===== src/rtl/game_pkg.sv =====
// Shared game types: coordinate type, obstacle-manager state encoding and screen geometry.
package game_pkg;

  localparam int unsigned SCREEN_W = 640;
  localparam int unsigned SCREEN_H = 480;

  typedef logic [9:0] coord_t;

  typedef enum logic [2:0] {
    StIdle,
    StMove,
    StSpawn,
    StScan,
    StDone,
    StGameOver
  } mgr_state_e;

endpackage


===== src/rtl/obst_aabb_check.sv =====
// Combinational axis-aligned box overlap test between the player and one obstacle.
module obst_aabb_check
  import game_pkg::*;
#(
  parameter int unsigned OBST_SIZE = 8
) (
  input  coord_t     player_x_i,
  input  coord_t     player_y_i,
  input  logic [9:0] player_s_i,
  input  coord_t     obst_x_i,
  input  coord_t     obst_y_i,
  output logic       overlap_o
);

  logic [10:0] px, py, ox, oy, dx, dy, reach;

  // 11-bit arithmetic so neither the distance nor the reach can wrap
  always_comb begin
    px        = {1'b0, player_x_i};
    py        = {1'b0, player_y_i};
    ox        = {1'b0, obst_x_i};
    oy        = {1'b0, obst_y_i};
    dx        = (px >= ox) ? (px - ox) : (ox - px);
    dy        = (py >= oy) ? (py - oy) : (oy - py);
    reach     = {1'b0, player_s_i} + 11'(OBST_SIZE);
    overlap_o = (dx < reach) && (dy < reach);
  end

endmodule


===== src/rtl/obstacle_manager.sv =====
// Obstacle slot manager: per-frame move, spawn, collision scan and lives/game-over tracking.
// Optional OBST_MGR_LFSR_EN adds a 16-bit LFSR that picks the spawn lane.
module obstacle_manager
  import game_pkg::*;
#(
  parameter int unsigned NUM_OBST      = 4,
  parameter int unsigned SPAWN_GAP     = 300,
  parameter int unsigned SPEED         = 2,
  parameter int unsigned OBST_SIZE     = 8,
  parameter int unsigned SPAWN_X       = SCREEN_W - 1,
  parameter int unsigned SPAWN_Y       = 400,
  parameter int unsigned LANE_OFS      = 40,
  parameter int unsigned LIVES_INIT    = 3,
  parameter int unsigned INVULN_FRAMES = 60
) (
  input  logic                  Clk,
  input  logic                  Reset,
  input  logic                  frame_tick,
  input  logic                  pause,
  input  logic                  restart,
  input  logic [9:0]            PlayerX,
  input  logic [9:0]            PlayerY,
  input  logic [9:0]            PlayerS,
  output logic [NUM_OBST*10-1:0] obst_x,
  output logic [NUM_OBST*10-1:0] obst_y,
  output logic [NUM_OBST-1:0]   obst_active,
  output logic [2:0]            lives,
  output logic                  hit,
  output logic                  game_over,
  output logic                  busy
);

  localparam int unsigned CntW = $clog2(SPAWN_GAP + 1);
  localparam int unsigned InvW = $clog2(INVULN_FRAMES + 2);
  localparam int unsigned IdxW = (NUM_OBST > 1) ? $clog2(NUM_OBST) : 1;

  mgr_state_e          state_q, state_d;
  coord_t              ox_q [NUM_OBST];
  coord_t              ox_d [NUM_OBST];
  coord_t              oy_q [NUM_OBST];
  coord_t              oy_d [NUM_OBST];
  logic [NUM_OBST-1:0] act_q, act_d;
  logic [2:0]          lives_q, lives_d;
  logic [CntW-1:0]     spawn_cnt_q, spawn_cnt_d;
  logic [InvW-1:0]     invuln_q, invuln_d;
  logic                hit_seen_q, hit_seen_d;
  logic [IdxW-1:0]     scan_idx_q, scan_idx_d;

  logic            clear, accept, lane_sel, overlap, free_found;
  logic [IdxW-1:0] free_idx;
  coord_t          spawn_y;

  assign clear  = Reset || ((state_q == StGameOver) && restart);
  assign accept = (state_q == StIdle) && frame_tick && !pause;

`ifdef OBST_MGR_LFSR_EN
  logic [15:0] lfsr_q, lfsr_d;

  always_comb begin
    lfsr_d = lfsr_q;
    if (accept) lfsr_d = {lfsr_q[14:0], lfsr_q[15] ^ lfsr_q[13] ^ lfsr_q[12] ^ lfsr_q[10]};
  end

  always_ff @(posedge Clk) begin
    if (clear) lfsr_q <= 16'hACE1;
    else       lfsr_q <= lfsr_d;
  end

  assign lane_sel = lfsr_q[0];
`else
  assign lane_sel = 1'b0;
`endif

  assign spawn_y = lane_sel ? coord_t'(SPAWN_Y - LANE_OFS) : coord_t'(SPAWN_Y);

  obst_aabb_check #(
    .OBST_SIZE(OBST_SIZE)
  ) u_aabb (
    .player_x_i(PlayerX),
    .player_y_i(PlayerY),
    .player_s_i(PlayerS),
    .obst_x_i  (ox_q[scan_idx_q]),
    .obst_y_i  (oy_q[scan_idx_q]),
    .overlap_o (overlap)
  );

  always_comb begin
    free_found = 1'b0;
    free_idx   = '0;
    for (int i = NUM_OBST - 1; i >= 0; i--) begin
      if (!act_q[i]) begin
        free_found = 1'b1;
        free_idx   = IdxW'(i);
      end
    end
  end

  always_comb begin
    state_d     = state_q;
    ox_d        = ox_q;
    oy_d        = oy_q;
    act_d       = act_q;
    lives_d     = lives_q;
    spawn_cnt_d = spawn_cnt_q;
    invuln_d    = invuln_q;
    hit_seen_d  = hit_seen_q;
    scan_idx_d  = scan_idx_q;
    unique case (state_q)
      StIdle: begin
        if (accept) begin
          state_d    = StMove;
          hit_seen_d = 1'b0;
        end
      end
      StMove: begin
        for (int i = 0; i < NUM_OBST; i++) begin
          if (act_q[i]) begin
            if (ox_q[i] < coord_t'(SPEED)) act_d[i] = 1'b0;
            else                           ox_d[i]  = ox_q[i] - coord_t'(SPEED);
          end
        end
        if (invuln_q != '0) invuln_d = invuln_q - InvW'(1);
        spawn_cnt_d = (spawn_cnt_q == CntW'(SPAWN_GAP - 1)) ? '0 : spawn_cnt_q + CntW'(1);
        state_d     = StSpawn;
      end
      StSpawn: begin
        // Counter just wrapped to 0 in MOVE, i.e. it stood at SPAWN_GAP-1 for this frame
        if ((spawn_cnt_q == '0) && free_found) begin
          ox_d[free_idx]  = coord_t'(SPAWN_X);
          oy_d[free_idx]  = spawn_y;
          act_d[free_idx] = 1'b1;
        end
        scan_idx_d = '0;
        state_d    = StScan;
      end
      StScan: begin
        if (overlap && act_q[scan_idx_q] && (invuln_q == '0) && !hit_seen_q) begin
          act_d[scan_idx_q] = 1'b0;
          lives_d           = (lives_q != 3'd0) ? lives_q - 3'd1 : 3'd0;
          invuln_d          = InvW'(INVULN_FRAMES);
          hit_seen_d        = 1'b1;
        end
        if (scan_idx_q == IdxW'(NUM_OBST - 1)) state_d = StDone;
        else                                   scan_idx_d = scan_idx_q + IdxW'(1);
      end
      StDone:     state_d = (lives_q == 3'd0) ? StGameOver : StIdle;
      StGameOver: state_d = StGameOver;
      default:    state_d = StIdle;
    endcase
  end

  always_ff @(posedge Clk) begin
    if (clear) begin
      state_q     <= StIdle;
      ox_q        <= '{default: '0};
      oy_q        <= '{default: '0};
      act_q       <= '0;
      lives_q     <= 3'(LIVES_INIT);
      spawn_cnt_q <= '0;
      invuln_q    <= '0;
      hit_seen_q  <= 1'b0;
      scan_idx_q  <= '0;
    end else begin
      state_q     <= state_d;
      ox_q        <= ox_d;
      oy_q        <= oy_d;
      act_q       <= act_d;
      lives_q     <= lives_d;
      spawn_cnt_q <= spawn_cnt_d;
      invuln_q    <= invuln_d;
      hit_seen_q  <= hit_seen_d;
      scan_idx_q  <= scan_idx_d;
    end
  end

  always_comb begin
    obst_x = '0;
    obst_y = '0;
    for (int i = 0; i < NUM_OBST; i++) begin
      obst_x[10*i +: 10] = ox_q[i];
      obst_y[10*i +: 10] = oy_q[i];
    end
  end

  assign obst_active = act_q;
  assign lives       = lives_q;
  assign hit         = (state_q == StDone) && hit_seen_q;
  assign game_over   = (state_q == StGameOver);
  assign busy        = (state_q == StMove) || (state_q == StSpawn) ||
                       (state_q == StScan) || (state_q == StDone);

endmodule


===== config.mk =====
export PLATFORM = sky130hd
export DESIGN_NAME = obstacle_manager
export DESIGN_NICKNAME = d
export VERILOG_FILES = /design/src/rtl/game_pkg.sv /design/src/rtl/obst_aabb_check.sv /design/src/rtl/obstacle_manager.sv
export SDC_FILE = /design/constraint.sdc
export NUM_CORES = 1
export LEC_CHECK = 0
export CORE_MARGIN = 2
export CORE_UTILIZATION = 50
export CTS_BUF_LIST = sky130_fd_sc_hd__clkbuf_2 sky130_fd_sc_hd__clkbuf_4 sky130_fd_sc_hd__clkbuf_8
export DETAILED_ROUTE_END_ITERATION = 6
export GPL_TIMING_DRIVEN = 0
export HOLD_SLACK_MARGIN = 0.1
export PLACE_DENSITY = 0.84
export SYNTH_ARGS = -nofsm -noshare
export SYNTH_HDL_FRONTEND = slang
export SYNTH_SLANG_ARGS = --single-unit

===== constraint.sdc =====
create_clock -name Clk -period 8 [get_ports Clk]
set_clock_uncertainty 0.2 [all_clocks]
set_input_delay 1.2 -clock Clk [delete_from_list [all_inputs] [get_ports Clk]]
set_output_delay 1.2 -clock Clk [all_outputs]
set_load 0.005 [all_outputs]

==> impl_metrics.ini <==
[timing]
worst_slack_ns = 0.756
finalHoldViolCount = 0
max_freq_mhz = 138
setup_viol = 0
rsz0062_at_grt = false
fin_tns_setup_ns = 0
final_max_slew_viol_count = 0
tightest_slew_ns = 0.817
relSlewSlack = 0.456
fin_crit_sh = 0.906
period_minus_slack_ns = 7.24

[die]
die_area_mm2 = 0.0159
die_h_um = 126
start_util = 0.513
die_w_um = 126
ios = 125
core_mm2 = 0.0145
placementRows = 44

[worst_setup_path]
path_buf_inv = 5
start_kind = flop
end_kind = flop
crit_family = simple AND/OR/NAND/NOR gates
crit_slowest_cell = clkbuf_1
worst_r2r_path_depth = 23
arrival_ns = 7.36
critical_path_class = flop to flop
worstPathMaxFanout = 10
cp_data_required_time_ns = 8.12
crit_path_frequent_cell = clkbuf_1
slowest_delay_ns = 0.62
crit_chain = buf_6 -> clkbuf_1 -> clkbuf_1 -> mux4_2 -> ha_1 -> clkbuf_1 -> a21oi_1 -> o21ai_1 -> a21oi_1 -> inv_2 -> nor2_4 -> mux2i_1 -> a31oi_1 -> o311ai_1 -> ha_1 -> nand3_1 -> nor3_1 -> nor3b_2 -> o2111ai_1 -> nor3_2 -> nand4b_4 -> or4_1 -> nand3_1
cp_num_cells = 23

[routing]
vias = 7149
drc = 0
drt-wirelength-per-cell_um = 17.3
first_pass_iters = 5
final_antenna_net_count = 0
drt_iter0_drc = 523
via_per_inst = 5.89
drt_wl_total_mm = 21.0

[clock_tree]
cts_tree = built
htreeDepth = 3
post_cts_buffers = 0
cts_resized = 0
cts_buffers = 9
clock-sinks = 108
cts-root-buf = clkbuf_8
clockBufferDepth = 2
clock_latency_ns = 0.39
cts_hold_buf = 0
path_clk_slew_ns = 0.11

[synthesis]
ys_ff_latch = 108
synth_area_leaders = dfxtp_1 (29%), ha_1 (13%), mux4_2 (5.7%), nor2_1 (5.5%), a21oi_1 (4.0%)
yosys_warnings = 0
yosysSeqAreaShare = 0.290
ys.flop_type = dfxtp_1
synth-edff-count = 0
synthArstFlopShare = 0
synthTopCellsByCount = nor2_1 (110), dfxtp_1 (108), inv_1 (77)
synth_top_area_cell = dfxtp_1
synth_nets = 1003
syn_area_mm2 = 0.00745
synthesis.instances = 889
synth_area_per_cell_um2 = 8.39
synth.most_common_cell = nor2_1
synth_top_area_frac = 0.290
synth_cell_types = 71

[placement]
gp_congestion = 0.935
place_ws_ns = 0.868
portBuffers = 124
dp_hpwl_mm = 16.2

[global_routing]
track_usage = 0.258
antenna_found_initial = 0
grt_pass1_wl_mm = 33.4
first_global_vias = 6849
grt-ovfl-total = 0
grt_max_degree = 21

[final_layout]
nets = 1138
drive_gt1_frac = 0.0661
antenna_cells = 0
fillers = 1236
area_growth_pct = 22.6
seq_area_mm2 = 0.00216
multi_input_area_mm2 = 0.00485

[outcome]
outcome = finished, final reports clean

[pwr]
power_density_mw_per_mm2 = 132
leakagePower_uw = 0.00364
peakVddDrop_mv = 0.0787

[min_path]
holdPathStages = 1
min_path_type = flop to flop

[flow_run]
cap_violations = 0
[report_power, final]
part / switching (uW) / leakage (uW) / internal, uW
Combinational: 157 / 0.00266 / 126
Sequential: 15.3 / 0.000872 / 547
Clock: 209 / 0.000106 / 154
Total: 381 / 0.00364 / 827
[worst register-to-register path: cells and delay by family (launching register included)]
kind            cells  cell delay (ns)
mux                 2             0.82
simple gates        8             2.15
flops               1             0.41
compound gates      6             1.33
fa+ha+maj           2             0.61
buf+inv             5             1.66
[flip-flops by register name, summed over array words and instances (netlist names)]
register,cells
spawn_cnt_q,9
invuln_q,6
scan_idx_q,2
lives,3
obst_y,40
state_q,3
hit_seen_q,1
obst_x,40
obst_active,4
[final timing paths]
path                                                  from                        to  slack (ns)
worst min register to register    invuln_q[0]$_SDFFE_PP0P_  invuln_q[0]$_SDFFE_PP0P_        0.27
worst min-delay path              invuln_q[0]$_SDFFE_PP0P_  invuln_q[0]$_SDFFE_PP0P_        0.27
worst max-delay path            scan_idx_q[0]$_SDFFE_PP0P_     lives[1]$_SDFFE_PP1P_        0.76
worst max register to register  scan_idx_q[0]$_SDFFE_PP0P_     lives[1]$_SDFFE_PP1P_        0.76
[area by class of cell]
class                      count  share of cell area
buffer                        34              0.0163
clock inverter                 7             0.00972
inverter                      78              0.0320
multi-input combinational    669               0.531
timing repair buffer         124               0.136
sequential                   108               0.237
clock buffer                   9              0.0136
tap                          184              0.0252
[through the flow]
step,cells,hold slack (ns),util,instance area (um2),power (uW)
2_1_floorplan,889,0.225,-,7450,759
3_3_place_gp,1197,0.241,0.614,8930,843
3_5_place_dp,1197,0.258,0.614,8930,852
4_1_cts,1213,0.273,0.629,9140,1200
5_1_grt,1213,0.292,0.629,9140,1260
6_report,1213,0.274,0.629,9140,1210
[cell families (layout without fill, tap and decap cells)]
logic type      after synthesis  in the layout  synth area share
xor+xnor                     27             27            0.0317
buf+inv                     112            252            0.0592
fa+ha+maj                    79             79             0.137
simple gates                326            326             0.221
compound gates              200            200             0.175
flops                       108            108             0.290
mux                          37             37            0.0869
[layout by cell type (no fill, tap or decap), types with 19 or more instances in the layout]
master and instances:
a211oi_1 22, a21oi_1 59, and2_1 37, clkbuf_1 19, clkdlybuf4s50_1 124, dfxtp_1 108, ha_1 75, inv_1 77
mux4_2 19, nand2_1 45, nand3_1 28, nor2_1 110, nor3_1 31, o21ai_0 31
[per-layer routing]
metal,part of all wire,global-route usage
met1,0.42,0.328
met2,0.48,0.447
met3,0.063,0.0242
met4,0.035,0.114
met5,0,0
(Power assumes the default switching activity.)
==> RTL edit, RTL diff (config.mk and constraints unchanged) <==
The 6 states of `mgr_state_e` get a Gray code encoding in 3 bits.
--- a/src/rtl/game_pkg.sv
+++ b/src/rtl/game_pkg.sv
@@ -7,12 +7,12 @@
   typedef logic [9:0] coord_t;
 
   typedef enum logic [2:0] {
-    StIdle,
-    StMove,
-    StSpawn,
-    StScan,
-    StDone,
-    StGameOver
+    StIdle     = 3'b000,
+    StMove     = 3'b001,
+    StSpawn    = 3'b011,
+    StScan     = 3'b010,
+    StDone     = 3'b110,
+    StGameOver = 3'b111
   } mgr_state_e;
 
 endpackage
Check against the original RTL: same outputs for any inputs over 10 cycles, from zero or initial values; not proved beyond that.
==> RTL edit against the original RTL <==
  * Sequential cell count is the same
  * Sequential share of layout area shrank 0.28 points
  * Count of clock-buffer cells in the layout is the same
  * Cell count grew 0.99%
  * Setup slack gained 0.070 ns
  * Wire length grew 4.2%
  * Design area grew 1.2%
  * Synthesized area grew 1.8%
  * Synthesized cell count grew 0.90%
  * Highest routed layer unchanged
Power is not compared: it rests on default switching activity, and its combinational part moved more than twofold at a synthesized area within 25%.
==> RTL edit: results (changes against the original RTL) <==
[outcome]
outcome=finished clean

[power]
peakVddDrop_uv=152.6
p_leak_nw=3.687
p_sw_share_pct=39.17

[setup_path]
critPathMaxFanout=10  ; unchanged
slowest_stage=buf_1
critPathTopFamily=buffers and inverters
cp-end-kind=flop
cpPeakStageDelay_ns=0.57  ; -0.05 ns
cp.arrival_ns=7.31  ; -0.05 ns

[yosys]
async_reset_ff_share_pct=0  ; unchanged
synth_compound_area_share_pct=19.16  ; +1.7 points
synth-xor-area-share_pct=3.001  ; -0.17 points
synth_common_cells=108 x dfxtp_1, 97 x nor2_1, 79 x inv_1
ys_types=72  ; +1.4%
syn_nets=1011  ; +0.80%
ys_warn_count=0  ; unchanged
syn_area_per_cell_um2=8.460  ; +0.89%
synth.area.top_cells=dfxtp_1 28%, ha_1 12%, mux4_2 5.9%
yosys-mux-area-fraction_pct=7.815  ; -0.88 points
yosys.area_share.adder_pct=13.42  ; -0.24 points
ys_seq_area_share_pct=28.49  ; -0.51 points

[cells_and_area]
final_cells=1225  ; +0.99%
drive_above_1_share_pct=5.786  ; -0.82 points
n_antenna_cell=0  ; unchanged
num-fill-cells=1272  ; +2.9%
nets=1146  ; +0.70%

[drt]
via_count=7437  ; +4.0%
drt-initial-drc-count=566  ; +8.2%
wl_per_cell_um=17.84  ; +3.2%
drtPass1Iterations=5  ; unchanged
ant_nets=0  ; unchanged

[placed_design]
hpwlAfterDp_mm=17.13  ; +5.6%
gp_congestion=0.9138  ; -2.2%

[global_routing]
grt.total_usage_pct=26.81  ; +1.0 points
antenna_found_initial=0  ; unchanged
grt_pass1_vias=7068  ; +3.2%
grt_pass1_wl_mm=34.90  ; +4.6%
grt_max_degree=20  ; -4.8%

[clocking]
cts_buffer_depth=2  ; unchanged
path_clk_slew_ns=0.11  ; about the same
cts-root-buf=clkbuf_8
cts_buffers=9  ; unchanged
htree_num_levels=3  ; unchanged
clock_latency_ns=0.39  ; about the same
ctsHoldBuffers=0  ; unchanged

[hold_path]
min_path_type=reg2reg

[sta]
slew_violations=0  ; unchanged
worstMarginPinSlew_ns=0.9679  ; +0.1514 ns

RTL edit: cell types whose count changed in the layout (fill, tap and decap cells not counted), sizes merged, moves of 5 or more:
cell / before / now
or4: 3 / 8
nand2: 45 / 53
and2: 37 / 20
nor3: 33 / 27
clkbuf: 28 / 42
a211oi: 22 / 29
nor2: 112 / 98
o21a: 5 / 10
a211o: 3 / 9
buf: 15 / 6
a21oi: 59 / 51
and3: 11 / 23
RTL edit: final timing paths:
check,slack (ns),end,from,depth (start not counted)
setup / recovery,0.83,lives[1]$_SDFFE_PP1P_,scan_idx_q[0]$_SDFFE_PP0P_,24
hold / removal,0.30,invuln_q[5]$_SDFFE_PP0P_,invuln_q[5]$_SDFFE_PP0P_,2
setup reg to reg,0.83,lives[1]$_SDFFE_PP1P_,scan_idx_q[0]$_SDFFE_PP0P_,24
hold reg to reg,0.30,invuln_q[5]$_SDFFE_PP0P_,invuln_q[5]$_SDFFE_PP0P_,2
RTL edit: cell type report:
class	instances	area (um2)	area share, %
tap	188	235.2	2.544
inverter	79	296.5	3.207
buffer	39	191.4	2.070
clock buffer	9	123.9	1.339
clock inverter	7	58.81	0.6359
sequential	108	2162	23.38
multi-input combinational	671	4938	53.40
timing repair buffer	124	1241	13.42
RTL edit: stage by stage:
stage / setup WS [ns] / hold WS (ns) / instance area, um2 / total power [mW]
6_report: 0.8257 / 0.2962 / 9248 / 1.539
5_1_grt: 0.2400 / 0.3083 / 9248 / 1.629
4_1_cts: 0.9334 / 0.2925 / 9248 / 1.529
3_5_place_dp: 1.009 / 0.2705 / 9065 / 1.214
3_3_place_gp: 1.123 / 0.2609 / 9065 / 1.198
2_1_floorplan: 2.197 / 0.2441 / 7589 / 1.029
RTL edit: tightest hold or removal path: stages, from the launching register on:
cell	delay, ns
dfxtp_1	0.35
nand2_1	0.06
a21oi_1	0.05
RTL edit: power groups by stage:
| stage | registers [mW] | clock network, mW | logic [mW] |
|---|---|---|---|
| 2_1_floorplan | 0.602 | 0 | 0.427 |
| 3_3_place_gp | 0.614 | 0 | 0.585 |
| 3_5_place_dp | 0.614 | 0 | 0.600 |
| 4_1_cts | 0.602 | 0.323 | 0.604 |
| 5_1_grt | 0.607 | 0.345 | 0.678 |
| 6_report | 0.605 | 0.322 | 0.613 |
RTL edit: kinds of logic after synthesis:
logic type,Yosys count
AO/OA/AOI/OAI,212
XOR/XNOR,26
flip-flops,108
multiplexers,32
AND/OR/NAND/NOR,322
adder cells (fa/ha/maj),79
buffers and inverters,118
RTL edit: metal layers:
layer / part of all wire (%) / global-route usage, %
met1: 41 / 33.75
met2: 49 / 46.62
met3: 7.2 / 3.769
met4: 3.1 / 10.54
met5: 0 / 0
